===== config.mk =====
export PLATFORM = sky130hd
export DESIGN_NAME = pc_ctrl
export DESIGN_NICKNAME = d
export VERILOG_FILES = /design/src/rtl/pc_ctrl_pkg.sv /design/src/rtl/pc_ctrl_npc_calc.sv /design/src/rtl/pc_ctrl.sv
export SDC_FILE = /design/constraint.sdc
export NUM_CORES = 1
export LEC_CHECK = 0
export BUFFER_PORTS_ARGS = -buffer_cell sky130_fd_sc_hd__buf_2
export CAP_MARGIN = 10
export CORE_MARGIN = 4
export CORE_UTILIZATION = 56
export CTS_CLUSTER_DIAMETER = 120
export DETAILED_ROUTE_END_ITERATION = 7
export PLACE_DENSITY = 0.85
export SKIP_CTS_REPAIR_TIMING = 1
export SYNTH_ARGS = -nofsm -noshare
export SYNTH_HDL_FRONTEND = slang
export SYNTH_HIERARCHICAL = 1
export SYNTH_SLANG_ARGS = --single-unit

===== constraint.sdc =====
create_clock -name clk -period 3.2 [get_ports clk]
set_input_delay 0.16 -clock clk [delete_from_list [all_inputs] [get_ports clk]]
set_output_delay 0.16 -clock clk [all_outputs]
set_load 0.02 [all_outputs]

===== src/rtl/pc_ctrl_pkg.sv =====
// Shared encodings for the fetch PC controller: next-PC selects and FSM states.
// Latency: n/a (constants and types only).
// Backpressure: n/a.
package pc_ctrl_pkg;

  // Next-PC select codes from the branch unit; the remaining codes (3'b100..3'b111)
  // are reserved and fall back to sequential fetch.
  localparam logic [2:0] NPC_PLUS4  = 3'b000;
  localparam logic [2:0] NPC_BRANCH = 3'b001;
  localparam logic [2:0] NPC_JUMP   = 3'b010;
  localparam logic [2:0] NPC_JALR   = 3'b011;

  // Interrupt sequencing states.
  typedef enum logic [1:0] {
    ST_RUN     = 2'b00,
    ST_ENTER   = 2'b01,
    ST_HANDLER = 2'b10
  } state_e;

endpackage


===== src/rtl/pc_ctrl_npc_calc.sv =====
// Purpose: combinational next-fetch-address calculation from the branch-unit select.
// Latency: 0 cycles (pure combinational).
// Backpressure: stall holds the PC only for sequential fetch; any redirect wins over stall.
// Ports: npc_op_i (select), pc_i (current fetch PC), ex_pc_i/ex_imm_i (EX PC and immediate),
//        jalr_base_i (forwarded rs1), stall_i (hazard hold) -> npc_o (candidate next PC).
module npc_calc
  import pc_ctrl_pkg::*;
(
  input  logic [2:0]  npc_op_i,
  input  logic [31:0] pc_i,
  input  logic [31:0] ex_pc_i,
  input  logic [31:0] ex_imm_i,
  input  logic [31:0] jalr_base_i,
  input  logic        stall_i,
  output logic [31:0] npc_o
);

  logic [31:0] jalr_sum;

  // All sums are 32-bit wide so the carry out is dropped (wrap-around).
  assign jalr_sum = jalr_base_i + ex_imm_i;

  always_comb begin
    npc_o = pc_i + 32'd4;
    case (npc_op_i)
      NPC_BRANCH, NPC_JUMP: npc_o = ex_pc_i + ex_imm_i;
      NPC_JALR:             npc_o = jalr_sum & 32'hFFFF_FFFE;
      // PLUS4 and every reserved code: sequential fetch, frozen while stalled.
      default:              npc_o = stall_i ? pc_i : (pc_i + 32'd4);
    endcase
  end

endmodule


===== src/rtl/pc_ctrl.sv =====
// Purpose: fetch PC register with branch redirect and single-level interrupt entry/return.
// Latency: 1 cycle for PC updates; 2 cycles from interrupt acceptance to handler fetch.
// Backpressure: stall freezes sequential fetch; interrupts are deferred (not dropped)
//               while a redirect, stall or mret is present, and masked inside the handler.
// Ports: clk, rstn (sync active-low); NPCOp, ex_pc, ex_imm, jalr_base, stall, int_req, mret in;
//        pc_out, interrupt_tick, int_flush, epc out (all registered).
module pc_ctrl
  import pc_ctrl_pkg::*;
#(
  parameter logic [31:0] RESET_PC    = 32'h0000_0000,
  parameter logic [31:0] HANDLER_VEC = 32'h0000_0100
) (
  input  logic        clk,
  input  logic        rstn,
  input  logic [2:0]  NPCOp,
  input  logic [31:0] ex_pc,
  input  logic [31:0] ex_imm,
  input  logic [31:0] jalr_base,
  input  logic        stall,
  input  logic        int_req,
  input  logic        mret,
  output logic [31:0] pc_out,
  output logic        interrupt_tick,
  output logic        int_flush,
  output logic [31:0] epc
);

  state_e      state_q, state_d;
  logic [31:0] pc_q, pc_d;
  logic [31:0] epc_q, epc_d;
  logic        tick_q, tick_d;
  logic [31:0] npc;
  logic        accept;

  npc_calc u_npc_calc (
    .npc_op_i    (NPCOp),
    .pc_i        (pc_q),
    .ex_pc_i     (ex_pc),
    .ex_imm_i    (ex_imm),
    .jalr_base_i (jalr_base),
    .stall_i     (stall),
    .npc_o       (npc)
  );

  // Only take the interrupt on a quiet sequential-fetch cycle so the saved
  // return address is unambiguous; otherwise it is simply retried next cycle.
  assign accept = (state_q == ST_RUN) && int_req && (NPCOp == NPC_PLUS4)
                  && !stall && !mret;

  always_comb begin
    state_d = state_q;
    pc_d    = npc;
    epc_d   = epc_q;
    tick_d  = 1'b0;
    case (state_q)
      ST_RUN: begin
        if (accept) begin
          epc_d   = pc_q;
          pc_d    = pc_q;
          state_d = ST_ENTER;
          tick_d  = 1'b1;   // registered so it is high exactly while in ENTER
        end
      end
      ST_ENTER: begin
        pc_d    = HANDLER_VEC;
        state_d = ST_HANDLER;
      end
      ST_HANDLER: begin
        if (mret) begin
          pc_d    = epc_q;
          state_d = ST_RUN;
        end
      end
      default: begin
        // Unused encoding: hold the PC and recover to RUN.
        pc_d    = pc_q;
        state_d = ST_RUN;
      end
    endcase
  end

  always_ff @(posedge clk) begin
    if (!rstn) begin
      state_q <= ST_RUN;
      pc_q    <= RESET_PC;
      epc_q   <= 32'h0;
      tick_q  <= 1'b0;
    end else begin
      state_q <= state_d;
      pc_q    <= pc_d;
      epc_q   <= epc_d;
      tick_q  <= tick_d;
    end
  end

  assign pc_out         = pc_q;
  assign epc            = epc_q;
  assign interrupt_tick = tick_q;
  assign int_flush      = tick_q;

endmodule


==> results of run 1 <==
worst min-delay path, stage by stage:
cell	delay (ns)
buf_2	0.15
nor4b_4	0.08
nand2_1	0.07
a21oi_1	0.11
mux2i_1	0.13
routing by layer:
layer	up-vias	GRT usage (%)
li1	4039	-
met1	3975	40.7
met2	525	50.2
met3	73	5.19
met4	0	10.3
met5	-	0
layout make-up:
cell class	count	area, um^2	share of cell area, %
clock inverters	6	70.1	0.779
inverters	19	71.3	0.793
well taps	176	220	2.45
clock buffers	10	239	2.66
multi-input cells	846	5910	65.6
flip-flops and latches	67	1340	14.9
repair buffers	208	1150	12.8
worst min path at each step:
stage | start | cells past startpoint | slack, ns | to
2_1_floorplan | state_q[1] | 2 | 0.47 | state_q[1]
3_3_place_gp | epc[2] | 2 | 0.46 | epc[2]
3_5_place_dp | epc[2] | 2 | 0.47 | epc[2]
4_1_cts | NPCOp[2] | 5 | 0.42 | pc_out[1]
5_1_grt | int_req | 5 | 0.47 | state_q[1]
6_report | mret | 5 | 0.43 | state_q[0]
kinds of logic (layout without fill, tap and decap cells):
| group | after synthesis | after routing |
|---|---|---|
| AOI/OAI and AO/OA | 338 | 338 |
| xor gates and xnor gates | 81 | 81 |
| adders and majority gates | 69 | 69 |
| buffers and inverters | 81 | 243 |
| DFF | 67 | 67 |
| muxes | 10 | 10 |
| and+or+nand+nor | 348 | 348 |
layout by cell type, fill, tap and decap left out, types with 4 or more instances in the layout:
master	instances
o211ai_1	6
o211a_1	33
a21boi_1	32
xor2_1	35
clkbuf_16	9
and2_1	7
a211o_1	5
dfxtp_1	67
a211oi_1	7
mux2i_1	10
inv_1	19
nor2b_1	5
buf_4	38
nand2_1	119
nand3b_1	5
xnor2_1	46
a22oi_1	14
a21o_1	31
a32oi_1	32
o31ai_1	4
or3_1	4
o21bai_1	8
nor3_1	13
nand2b_1	45
nand3_1	57
buf_2	169
nor2_1	39
o21ai_0	24
ha_1	67
o21ai_1	27
nand4_1	18
o21a_1	6
o221ai_1	12
and3_1	17
a21oi_1	64
flip-flops by register name, indices dropped and copies added (netlist names):
signal and flops:
epc 32, pc_out 32, int_flush 1, state_q 2
per-stage QoR:
step | total power, mW | hold slack (ns) | instance area (um^2) | utilization (%) | worst slack [ns]
2_1_floorplan | 2.18 | 0.468 | 7590 | - | 0.401
3_3_place_gp | 2.66 | 0.461 | 8680 | 65.6 | 0.0980
3_5_place_dp | 2.69 | 0.468 | 8680 | 65.6 | 0.00730
4_1_cts | 3.73 | 0.416 | 8990 | 67.9 | 0.341
5_1_grt | 3.96 | 0.472 | 9000 | 68.0 | 0.0581
6_report | 3.77 | 0.430 | 9000 | 68.0 | 0.282
synth_stat cells, types with 14 or more instances:
master,instances
nand2_1,119
dfxtp_1,67
ha_1,67
a21oi_1,64
nand3_1,57
xnor2_1,46
nand2b_1,45
clkbuf_1,42
nor2_1,39
xor2_1,35
o211a_1,33
a21boi_1,32
a32oi_1,32
a21o_1,31
o21ai_1,27
o21ai_0,24
inv_1,19
nand4_1,18
and3_1,17
a22oi_1,14
where the power goes:
part	leakage (nW)	internal, mW	total, mW	switching (mW)
registers	0.545	0.910	1.05	0.141
logic	3.59	0.725	1.69	0.961
clock network	0.154	0.633	1.03	0.402
==> metrics.md, run 1 <==
| Metric | Value |
|---|---|
| Layout Skew | `just under 0.009 ns` |
| Diodes inserted | `0` |
| Wire length on met3 | `between 2000 and 3000 um` |
| Top cells by area, synth | `dfxtp_1 (18%), ha_1 (11%), nand2_1 (5.9%)` |
| Flops & latches, synth | `67` |
| Static Leakage | `4.29 nW` |
| DRC viols | `0` |
| Post-synth EDFFs | `0` |
| Reg2reg start | `pc_out[2]` |
| Peak VDD IR | `roughly 0.43 mV` |
| Tot GR Track Use | `approximately 31%` |
| Fmax achieved | `about 340 MHz` |
| Initial antenna violation count | `0` |
| Max clock buf depth | `2` |
| Vias in the first global route | `between 7,000 and 8,000` |
| Antenna viol nets, final | `0` |
| Initial Util | `a little under three fifths` |
| DR pass1 iterations | `6` |
| Max incr delay on CP | `about 0.45 ns` |
| Area leader, netlist | `dfxtp_1` |
| # setup viols final | `0` |
| Minimum clock period | `2.92 ns` |
| Syn avg cell area | `around 7.6 um^2` |
| DP Wirelength | `about 19,000 um` |
| Layout fillers | `between 1,000 and 1,500` |
| # IOs | `170` |
| Maximum Capacitance Violations | `0` |
| Final slew viol count | `0` |
| Seq/Total Area, Yosys | `about 18%` |
| Setup slack, reg-to-reg | `between 0.2 and 0.3 ns` |
| Synth warn | `6` |
| Placed Cells | `about 1,300` |
| Die height | `124 um` |
| Via Count | `between 8,000 and 9,000` |
| Critical path class | `input pin to flip-flop` |
| Ys flop type | `dfxtp_1` |
| Compound-Gate Fraction of Synth Area | `32.2%` |
| Clk Latency, worst-skew pair | `between 0.3 and 0.4 ns` |
| Layout cell share with drive strength beyond 1 | `about a fifth` |
| Max-slew headroom at the worst pin | `about a quarter` |
| WL/cell | `about 19 um` |
| Synthesized cell area | `approximately 0.0076 mm^2` |
| Non-filler instance count after layout | `1,332` |
| Critical Path Source | `ex_imm[1]` |
| Area grow syn2layout | `18.6%` |
| Post-Synth XOR/XNOR Area | `approximately a tenth` |
| Synth Instances | `approximately 990` |
| Critical path's most frequent cell | `o221ai_1` |
| Cell Chain, Critical Path | `buf_2 > inv_1 > fa_1 > nand2b_1 > a21oi_1 > o41ai_1 > buf_4 > a41o_1 > o221ai_1 > a21boi_1 > xor2_1 > o221ai_1 > a32oi_1 > nand3_1 > o211a_1` |
| Cts bufs inserted | `9` |
| Slew of the pin with the lowest slew margin | `about 1.1 ns` |
| Global-route wire length before repair | `39,900 um` |
| Type of element capturing the critical path | `flip-flop` |
| Crit path max-delay family | `compound AO/OA/AOI/OAI gates` |
| Die area | `0.0155 mm^2` |
| Distinct cell type count after synthesis | `69` |
| Worst setup path end | `pc_out[26]` |
| WP depth | `15` |
| Syn_nets | `between 1,000 and 1,500` |
| Total core area | `~0.013 mm^2` |
| Clock Pin Slew Worst Setup and Hold Paths | `roughly 0.06 ns` |
| Wl on met1 | `roughly 10,000 um` |
| GRT Residual Overflow | `0` |
| Slowest cell on the critical path | `o221ai_1` |
| Tcrit/Tclk final | `91.2%` |
| Post-synth top area share | `between 15 and 20%` |
| Worst R2R End | `pc_out[28]` |
| Routed met2 length | `11,300 um` |
| CP Launch Type | `input pin` |
| Drt total wl | `24,900 um` |
| Num rows | `42` |
| Critical Path RT | `3.43 ns` |
| Power Density | `419 mW/mm^2` |
| Simple-gate share of the synthesized area | `a little under a quarter` |
| CTS HTree Levels | `3` |
| WP data arrival | `3.15 ns` |
| Average via count per standard cell | `6.47` |
| Die width | `roughly 120 um` |
| RSZ-0062 raised after global routing | `no` |
| Async set-reset flop share out of synthesis | `0%` |
| Multiplexer area fraction after synthesis | `under 10%` |
| Final Hold Fails | `0` |
| Root Buffer | `clkbuf_16` |
| Nets | `1,324` |
| FF-to-FF path depth | `12` |
| Largest net degree at the start of global routing | `70` |
| Top sig layer | `met4` |
| Largest family of logic cells by synthesized area | `compound AO/OA/AOI/OAI gates` |
| DRT iter0 DRCs | `between 1,000 and 1,500` |
| RD Place Congestion | `a little over 0.9` |
| Setup TNS Final | `0 ns` |
| IO buf count | `between 150 and 200` |
| Critical Path Fanout Max | `4` |
| Sinks on Clock Net | `67` |
| Adder-cell share of the synthesized area | `a little under an eighth` |
| CTS tree | `yes` |
| Outcome | `complete, no violations` |
| Crit path buffers/inverters | `3` |
| Worst hold path type | `input pin to flip-flop` |
No activity file was read; power rests on OpenSTA's default activity.
==> run 2: changes to the inputs <==
- CORE_ASPECT_RATIO: not set -> 1.2
- REMOVE_ABC_BUFFERS: not set -> 1
- clock period: 3.2 -> 3.3 ns (I/O delays scaled with it)
==> run 2 against run 1 <==
Final cell count fell by 0.98%. Clock power barely moved. Global-route usage rose by 1.9 points. Non-clock buffer count fell by 5. Worst setup slack improved by 0.10 ns. Cell area fell by 0.78%. Highest routed layer is now met5.
==> metrics.md, run 2 (synthesis gave the netlist of run 1 again) <==
| Metric | Value |
|---|---|
| RSZ-0062 raised after global routing | `no` |
| Global-route wire length before repair | `between 40,000 and 50,000 um` |
| Largest net degree at the start of global routing | `70` |
| Antenna viol nets, final | `0` |
| Die height | `approximately 140 um` |
| Setup TNS Final | `0 ns` |
| Initial antenna violation count | `1` |
| Critical path class | `input pin to flip-flop` |
| Worst R2R End | `pc_out[29]` |
| Worst hold slack | `around 0.39 ns` |
| Worst Hold Endpoint | `state_q[1]` |
| Hold Path Depth | `5` |
| Vias in the first global route | `8,136` |
| Critical Path Source | `ex_imm[0]` |
| Clk Latency, worst-skew pair | `around 0.35 ns` |
| Layout Skew | `~0.0064 ns` |
| Footprint of the multi-input gates | `0.00590 mm^2` |
| Maximum Capacitance Violations | `0` |
| Peak VDD IR | `roughly 0.31 mV` |
| Max-slew headroom at the worst pin | `22.4%` |
| Setup slack, reg-to-reg | `roughly 0.42 ns` |
| Die width | `approximately 110 um` |
| # setup viols final | `0` |
| Nets | `approximately 1,300` |
| Minimum clock period | `~2.9 ns` |
| Clock Pin Slew Worst Setup and Hold Paths | `0.06 ns` |
| GRT Residual Overflow | `0` |
| Type of element capturing the critical path | `flip-flop` |
| IO buf count | `169` |
| CP Launch Type | `input pin` |
| Num rows | `46` |
| DRC viols | `0` |
| Critical Path Fanout Max | `4` |
| Static Leakage | `around 4.2 nW` |
| WL/cell | `~19 um` |
| Reg2reg start | `pc_out[4]` |
| Die area | `around 0.015 mm^2` |
| Cts bufs inserted | `9` |
| DP Wirelength | `between 15,000 and 20,000 um` |
| Outcome | `complete, no violations` |
| DR pass1 iterations | `5` |
| Final slew viol count | `0` |
| Most frequent cells in the layout | `buf_2 (169), nand2_1 (119), ha_1 (67), dfxtp_1 (67), a21oi_1 (64)` |
| Drt total wl | `between 20,000 and 30,000 um` |
| Slew of the pin with the lowest slew margin | `approximately 1.2 ns` |
| WP data arrival | `approximately 3.2 ns` |
| FF-to-FF path depth | `11` |
| Most common cell after layout, fill and taps aside | `buf_2` |
| Average via count per standard cell | `6.48` |
| Sinks on Clock Net | `between 60 and 70` |
| Layout fillers | `approximately 1,200` |
| Storage cell area | `around 0.0013 mm^2` |
| Final Hold Fails | `0` |
| RD Place Congestion | `0.966` |
| Worst hold start | `mret` |
| Diodes inserted | `0` |
| Tot GR Track Use | `between 30% and 40%` |
| Via Count | `8,547` |
| DRT iter0 DRCs | `about 840` |
| Power Density | `405 mW/mm^2` |
| Root Buffer | `clkbuf_16` |
| Layout cell share with drive strength beyond 1 | `20.1%` |
| CTS tree | `yes` |
| Critical Path RT | `approximately 3.6 ns` |
| # IOs | `between 150 and 200` |
| Area grow syn2layout | `17.7%` |
| Total core area | `around 0.013 mm^2` |
| Tcrit/Tclk final | `between 80% and 90%` |
| CTS HTree Levels | `3` |
| Fmax achieved | `around 340 MHz` |
| Initial Util | `between 50% and 60%` |
| Worst hold path type | `input pin to flip-flop` |
| Max clock buf depth | `2` |
[run 2: through the flow]
stage	setup slack (ns)	instance area, um^2	total power [mW]	util, %	std cells
after floorplan	0.398	7300	2.08	-	932
after global placement	0.174	8620	2.57	65.2	1303
after detailed placement	0.0865	8620	2.59	65.2	1303
after CTS	0.418	8930	3.60	67.4	1319
after global routing	0.168	8930	3.81	67.4	1319
final	0.387	8930	3.62	67.4	1319
[run 2: area by class of cell]
class / instances / share of cell area [%]
well taps: 168 / 2.35
inverters: 19 / 0.799
clock inverters: 6 / 0.729
clock buffers: 10 / 2.68
flip-flops and latches: 67 / 15.0
repair buffers: 203 / 12.3
multi-input cells: 846 / 66.1
[run 2: how the worst max path moves through the flow]
stage / slack (ns) / depth (start not counted) / endpoint
after floorplan: 0.40 / 12 / pc_out[29]
after global placement: 0.17 / 15 / pc_out[24]
after detailed placement: 0.09 / 16 / pc_out[30]
after CTS: 0.42 / 16 / pc_out[30]
after global routing: 0.17 / 16 / pc_out[30]
final: 0.39 / 16 / pc_out[30]
[run 2: metal layers]
layer	up-vias	global-route usage (%)	share of wire, %
li1	4019	-	-
met2	488	54.7	48
met5	-	0	0.043
met1	3935	39.2	39
met3	103	4.74	8.3
met4	2	18.6	5.1
[run 2: power breakdown]
part / internal (mW) / switching (mW)
logic: 0.693 / 0.926
clock network: 0.603 / 0.394
registers: 0.882 / 0.117
total: 2.18 / 1.44
[run 2: critical path, stage by stage]
cell and delay (ns):
buf_2 0.11, ha_1 0.21, inv_1 0.08, fa_1 0.22
nand2b_1 0.14, a21oi_1 0.09, o41a_1 0.44, a211oi_1 0.33
o31ai_1 0.14, buf_4 0.16, a221oi_1 0.30, xor2_1 0.20
o211ai_1 0.14, a32oi_1 0.20, nand3_1 0.10, o211a_1 0.13
